===== src/rtl/decoder_2_to_4_sequential.sv =====
`default_nettype none
// ============================================================================
// Module   : decoder_2_to_4_sequential
// Purpose  : FIFO-buffered 2-to-4 decoder that replays each code as a
//            one-hot strobe held for HOLD_CYCLES cycles.
// Option   : define DEC_GAP_EN to insert one all-zero cycle between codes.
// Revision : 1.0 - initial release
// ============================================================================
module decoder_2_to_4_sequential #(
    parameter int HOLD_CYCLES = 4,
    parameter int DEPTH       = 4
) (
    input  logic                         clk,
    input  logic                         rst,
    input  logic [1:0]                   in_lines,
    input  logic                         in_none,
    input  logic                         in_valid,
    output logic                         in_ready,
    output logic [3:0]                   out_lines,
    output logic                         out_valid,
    output logic                         busy,
    output logic [$clog2(DEPTH+1)-1:0]   level
);

    localparam int AW = $clog2(DEPTH);
    localparam int LW = $clog2(DEPTH + 1);
    localparam int CW = 8;

    typedef enum logic [1:0] {
        ST_IDLE  = 2'd0,
        ST_DRIVE = 2'd1
`ifdef DEC_GAP_EN
        ,
        ST_GAP   = 2'd2
`endif
    } state_t;

    // Entry layout: {none, code[1:0]}
    logic [2:0]    mem_q [DEPTH];
    logic [AW-1:0] wr_ptr_q, rd_ptr_q;
    logic [LW-1:0] level_q;

    state_t        state_q, state_d;
    logic [CW-1:0] cnt_q, cnt_d;
    logic [3:0]    lines_q, lines_d;
    logic          valid_q, valid_d;

    logic          w_full, w_empty, w_push, w_pop;
    logic [2:0]    w_head;

    assign w_full  = (level_q == LW'(DEPTH));
    assign w_empty = (level_q == '0);
    assign w_push  = in_valid && !w_full;
    assign w_head  = mem_q[rd_ptr_q];

    function automatic logic [3:0] decode(input logic [2:0] entry);
        return entry[2] ? 4'b0000 : (4'b0001 << entry[1:0]);
    endfunction

    always_comb begin
        state_d = state_q;
        cnt_d   = cnt_q;
        lines_d = lines_q;
        valid_d = valid_q;
        w_pop   = 1'b0;
        case (state_q)
            ST_DRIVE: begin
                if (cnt_q != '0) begin
                    cnt_d = cnt_q - CW'(1);
                end else begin
`ifdef DEC_GAP_EN
                    state_d = ST_GAP;
                    lines_d = 4'b0000;
                    valid_d = 1'b0;
`else
                    // Reload straight from the FIFO so codes run back-to-back
                    if (!w_empty) begin
                        w_pop   = 1'b1;
                        lines_d = decode(w_head);
                        valid_d = 1'b1;
                        cnt_d   = CW'(HOLD_CYCLES - 1);
                    end else begin
                        state_d = ST_IDLE;
                        lines_d = 4'b0000;
                        valid_d = 1'b0;
                    end
`endif
                end
            end
            default: begin
                // IDLE, and GAP which behaves as IDLE after its zero cycle
                if (!w_empty) begin
                    w_pop   = 1'b1;
                    state_d = ST_DRIVE;
                    lines_d = decode(w_head);
                    valid_d = 1'b1;
                    cnt_d   = CW'(HOLD_CYCLES - 1);
                end else begin
                    state_d = ST_IDLE;
                    lines_d = 4'b0000;
                    valid_d = 1'b0;
                end
            end
        endcase
    end

    always_ff @(posedge clk) begin
        if (rst) begin
            state_q  <= ST_IDLE;
            cnt_q    <= '0;
            lines_q  <= 4'b0000;
            valid_q  <= 1'b0;
            wr_ptr_q <= '0;
            rd_ptr_q <= '0;
            level_q  <= '0;
        end else begin
            state_q <= state_d;
            cnt_q   <= cnt_d;
            lines_q <= lines_d;
            valid_q <= valid_d;
            if (w_push) wr_ptr_q <= wr_ptr_q + AW'(1);
            if (w_pop)  rd_ptr_q <= rd_ptr_q + AW'(1);
            case ({w_push, w_pop})
                2'b10:   level_q <= level_q + LW'(1);
                2'b01:   level_q <= level_q - LW'(1);
                default: level_q <= level_q;
            endcase
        end
    end

    // Storage needs no reset: occupancy tracking makes stale entries unreachable
    always_ff @(posedge clk) begin
        if (w_push) mem_q[wr_ptr_q] <= {in_none, in_lines};
    end

    assign in_ready  = !w_full;
    assign out_lines = lines_q;
    assign out_valid = valid_q;
    assign busy      = (state_q != ST_IDLE) || !w_empty;
    assign level     = level_q;

endmodule
`default_nettype wire


===== config.mk =====
export PLATFORM = sky130hd
export DESIGN_NAME = decoder_2_to_4_sequential
export DESIGN_NICKNAME = d
export VERILOG_FILES = /design/src/rtl/decoder_2_to_4_sequential.sv
export SDC_FILE = /design/constraint.sdc
export NUM_CORES = 1
export LEC_CHECK = 0
export ABC_AREA = 1
export CORE_MARGIN = 2
export CORE_UTILIZATION = 48
export CTS_BUF_LIST = sky130_fd_sc_hd__clkbuf_8
export DETAILED_ROUTE_END_ITERATION = 10
export GPL_TIMING_DRIVEN = 0
export PLACE_DENSITY = 0.71
export SLEW_MARGIN = 20
export SYNTH_ARGS = -nofsm -noshare
export SYNTH_HDL_FRONTEND = slang
export SYNTH_SLANG_ARGS = --single-unit

===== constraint.sdc =====
create_clock -name clk -period 2.3 [get_ports clk]
set_input_delay 0.23 -clock clk [delete_from_list [all_inputs] [get_ports clk]]
set_output_delay 0.23 -clock clk [all_outputs]
set_load 0.005 [all_outputs]

==> impl_metrics.toml <==
[routing]
vias = 1305
route.detailed.drc = 0
ant_nets = 0
wl_um = 2964
dr.pass1.iters = 4
drt-initial-drc-count = 40
wire_per_inst_um = 10.94
viasPerCell = 4.815

[finish]
instances_no_fill = 271
num_antenna_cells = 0
drive_gt1_frac = 0.1289
area_delta_synth_final_pct = 21.49
final_common_cell = "nand2_1"
layout_common_cells = "nand2_1, inv_1, dfxtp_1, a21oi_1"
filler_cell_count = 330
nets = 238

[floorplanning]
core_area_um2 = 3337
dieWidth_um = 62.79
fp-row-count = 21
die-area_um2 = 3943
io_pins = 16
initial_core_util = 0.4972
dieHeight_um = 62.79

[worst_setup_path]
cp_num_buf_inv = 3
slowest_delay_ns = 0.35
cpMaxStageDelayCell = "fa_2"
rr_worst_depth = 14
regToRegEndpoint = "level[2]$_SDFFE_PP0P_"
critPathCaptureType = "flop"
startpoint_type = "flop"
worstPathCellList = "inv_2, ha_1, nand3_2, nor2_4, nor2_4, buf_6, nor2_8, ha_2, inv_1, fa_2, a21oi_2, o21ai_1, o21ai_1, a21oi_1"
r2r_start = "cnt_q[1]$_SDFF_PP0_"
regToRegSetupSlack_ns = 0.12
crit_type = "reg2reg"
cp.depth = 14
path_max_fanout = 10
worstPathRequired_ns = 2.48
critical-path-top-delay-family = "adder cells"
worstPathArrival_ns = 2.36

[clock_network]
clock_path_buffers = 2
cts.sinks = 35
clk_latency_ns = 0.29
clk_root_buffer_cell = "clkbuf_8"
cts_tree = "yes"
path_clk_slew_ns = 0.07
htreeDepth = 2
cts-buffers-inserted = 5

[grt]
antenna_found_initial = 0
grt_first_pass_wirelength_um = 5271
grt_max_degree = 12
grt_pass1_vias = 1237
grt_usage = 0.1726
grt_overflow = 0

[place]
dp.cells = 259
dp_hpwl_um = 2153
gp_congestion = 0.7842
port_buffers = 15

[synthesis]
ys_seq_area_frac = 0.4947
synth_largest_area_cell = "dfxtp_1"
syn_inst = 198
netlist.area_leader.share = 0.2775
synth.net_count = 212
avgSynthCellArea_um2 = 8.379
synth_seq_cells = 35
yosys_warnings = 0
synth.cell_area_um2 = 1659
ys_types = 25
synth_area_leaders = "dfxtp_1, edfxtp_1, nand2_1, inv_1, a21oi_1"

[power_and_ir_drop]
power_leakage_nw = 0.8313
power.total_mw = 2.858
peakVddDrop_mv = 0.6990
power_density_nw_per_um2 = 1418

[run]
max_cap_viol_count = 0

[timing]
setup_viol = 0
maxSlewViolCount = 0
clock.fmax_mhz = 458.2
hold_violations = 0
fin_crit_ns = 2.183
maxSlewHeadroom = 0.7262
worst_slew_pin_slew_ns = 0.4108
fin_skew_ns = 0.003011
period_share = 0.9489

[run_status]
outcome = "complete, no violations"

[worst_hold_path]
min_from = "out_lines[1]$_SDFFE_PP0P_"
hold_depth = 2
hold_path_end = "out_lines[1]$_SDFFE_PP0P_"
min_path_type = "reg2reg"
## cell usage after synthesis
| cell type | n |
|---|---|
| nand3_1 | 8 |
| xor2_1 | 1 |
| nand2_1 | 53 |
| dfxtp_1 | 23 |
| buf_6 | 1 |
| inv_1 | 26 |
| nor3_1 | 3 |
| nor2_4 | 2 |
| o21ai_0 | 8 |
| o21ai_4 | 1 |
| edfxtp_1 | 12 |
| a21oi_1 | 19 |
| o21a_1 | 1 |
| nor2_2 | 2 |
| nand4_1 | 3 |
| fa_1 | 1 |
| o21ai_1 | 3 |
| nor3b_1 | 2 |
| ha_1 | 7 |
| nand2_2 | 2 |
| nand3_2 | 2 |
| nor2_8 | 1 |
| nor2_1 | 15 |
| clkbuf_1 | 1 |
| inv_2 | 1 |
## routing by layer
| metal | up-vias | global-route usage | wire length, um |
|---|---|---|---|
| li1 | 692 | - | - |
| met1 | 580 | 0.2095 | 1409 |
| met2 | 27 | 0.2728 | 1360 |
| met3 | 6 | 0.05586 | 128 |
| met4 | 0 | 0.09167 | 66 |
| met5 | - | 0 | 0 |
## worst max path at each step
stage	startpoint	endpoint	slack [ns]
floorplan	cnt_q[0]$_SDFF_PP0_	level[2]$_SDFFE_PP0P_	0.14
finish	cnt_q[1]$_SDFF_PP0_	level[2]$_SDFFE_PP0P_	0.12
detailed placement	cnt_q[0]$_SDFF_PP0_	level[2]$_SDFFE_PP0P_	-0.05
global route	cnt_q[0]$_SDFF_PP0_	level[2]$_SDFFE_PP0P_	-0.03
global placement	cnt_q[0]$_SDFF_PP0_	level[2]$_SDFFE_PP0P_	-0.01
CTS	cnt_q[1]$_SDFF_PP0_	level[2]$_SDFFE_PP0P_	0.03
## registers in the layout (all words and copies together) (netlist names), named ones only
signal / flops
cnt_q: 8
level: 3
mem_q: 12
out_lines: 4
out_valid: 1
rd_ptr_q: 2
state_q: 1
wr_ptr_q: 2
## timing repair
item                       in CTS  in global routing
hold buffers                    0                  0
resized for setup               1                  7
buffers inserted                1                  3
setup endpoints to repair       1                  1
pin swaps                       1                  5
## final cells by class
| type | instances | area, um2 | share of cell area |
|---|---|---|---|
| inverters | 27 | 101.3 | 0.05028 |
| plain buffers | 2 | 15.01 | 0.007449 |
| clock buffers | 5 | 68.82 | 0.03414 |
| clock inverters | 3 | 38.79 | 0.01924 |
| multi-input cells | 134 | 733.2 | 0.3637 |
| well taps | 46 | 57.56 | 0.02855 |
| repair buffers | 19 | 180.2 | 0.08939 |
| flip-flops and latches | 35 | 820.8 | 0.4072 |
## per-stage QoR
stage	setup WS, ns	area, um2	TNS [ns]	util	hold slack (ns)
after floorplan	0.1401	1659	0	-	0.2991
after global placement	-0.01209	1867	-0.01209	0.5594	0.4497
after detailed placement	-0.04735	1867	-0.04735	0.5594	0.4543
after CTS	0.02590	1982	0	0.5939	0.4653
after global routing	-0.02754	2016	-0.02754	0.6040	0.4892
final	0.1174	2016	0	0.6040	0.4653
## cells by family after synthesis
family,Yosys count,share of synthesized area
AND/OR/NAND/NOR,93,0.2602
flip-flops,35,0.4947
AO/OA/AOI/OAI,32,0.1048
buffers and inverters,29,0.07013
adder cells (fa/ha/maj),8,0.06485
XOR/XNOR,1,0.005280
## worst register-to-register path, delay by kind of cell, from the launching register on
kind	cells	cell delay, ns
fa+ha+maj	3	0.68
compound gates	4	0.40
simple gates	4	0.37
flops	1	0.32
buf+inv	3	0.29
## power breakdown
part / internal, mW / total, mW / leakage (nW) / switching (mW)
combinational: 0.580 / 1.40 / 0.477 / 0.820
clock: 0.317 / 0.530 / 0.0556 / 0.213
sequential: 0.803 / 0.928 / 0.299 / 0.125
total: 1.70 / 2.86 / 0.831 / 1.16
Power figures use the tool's default switching activity.
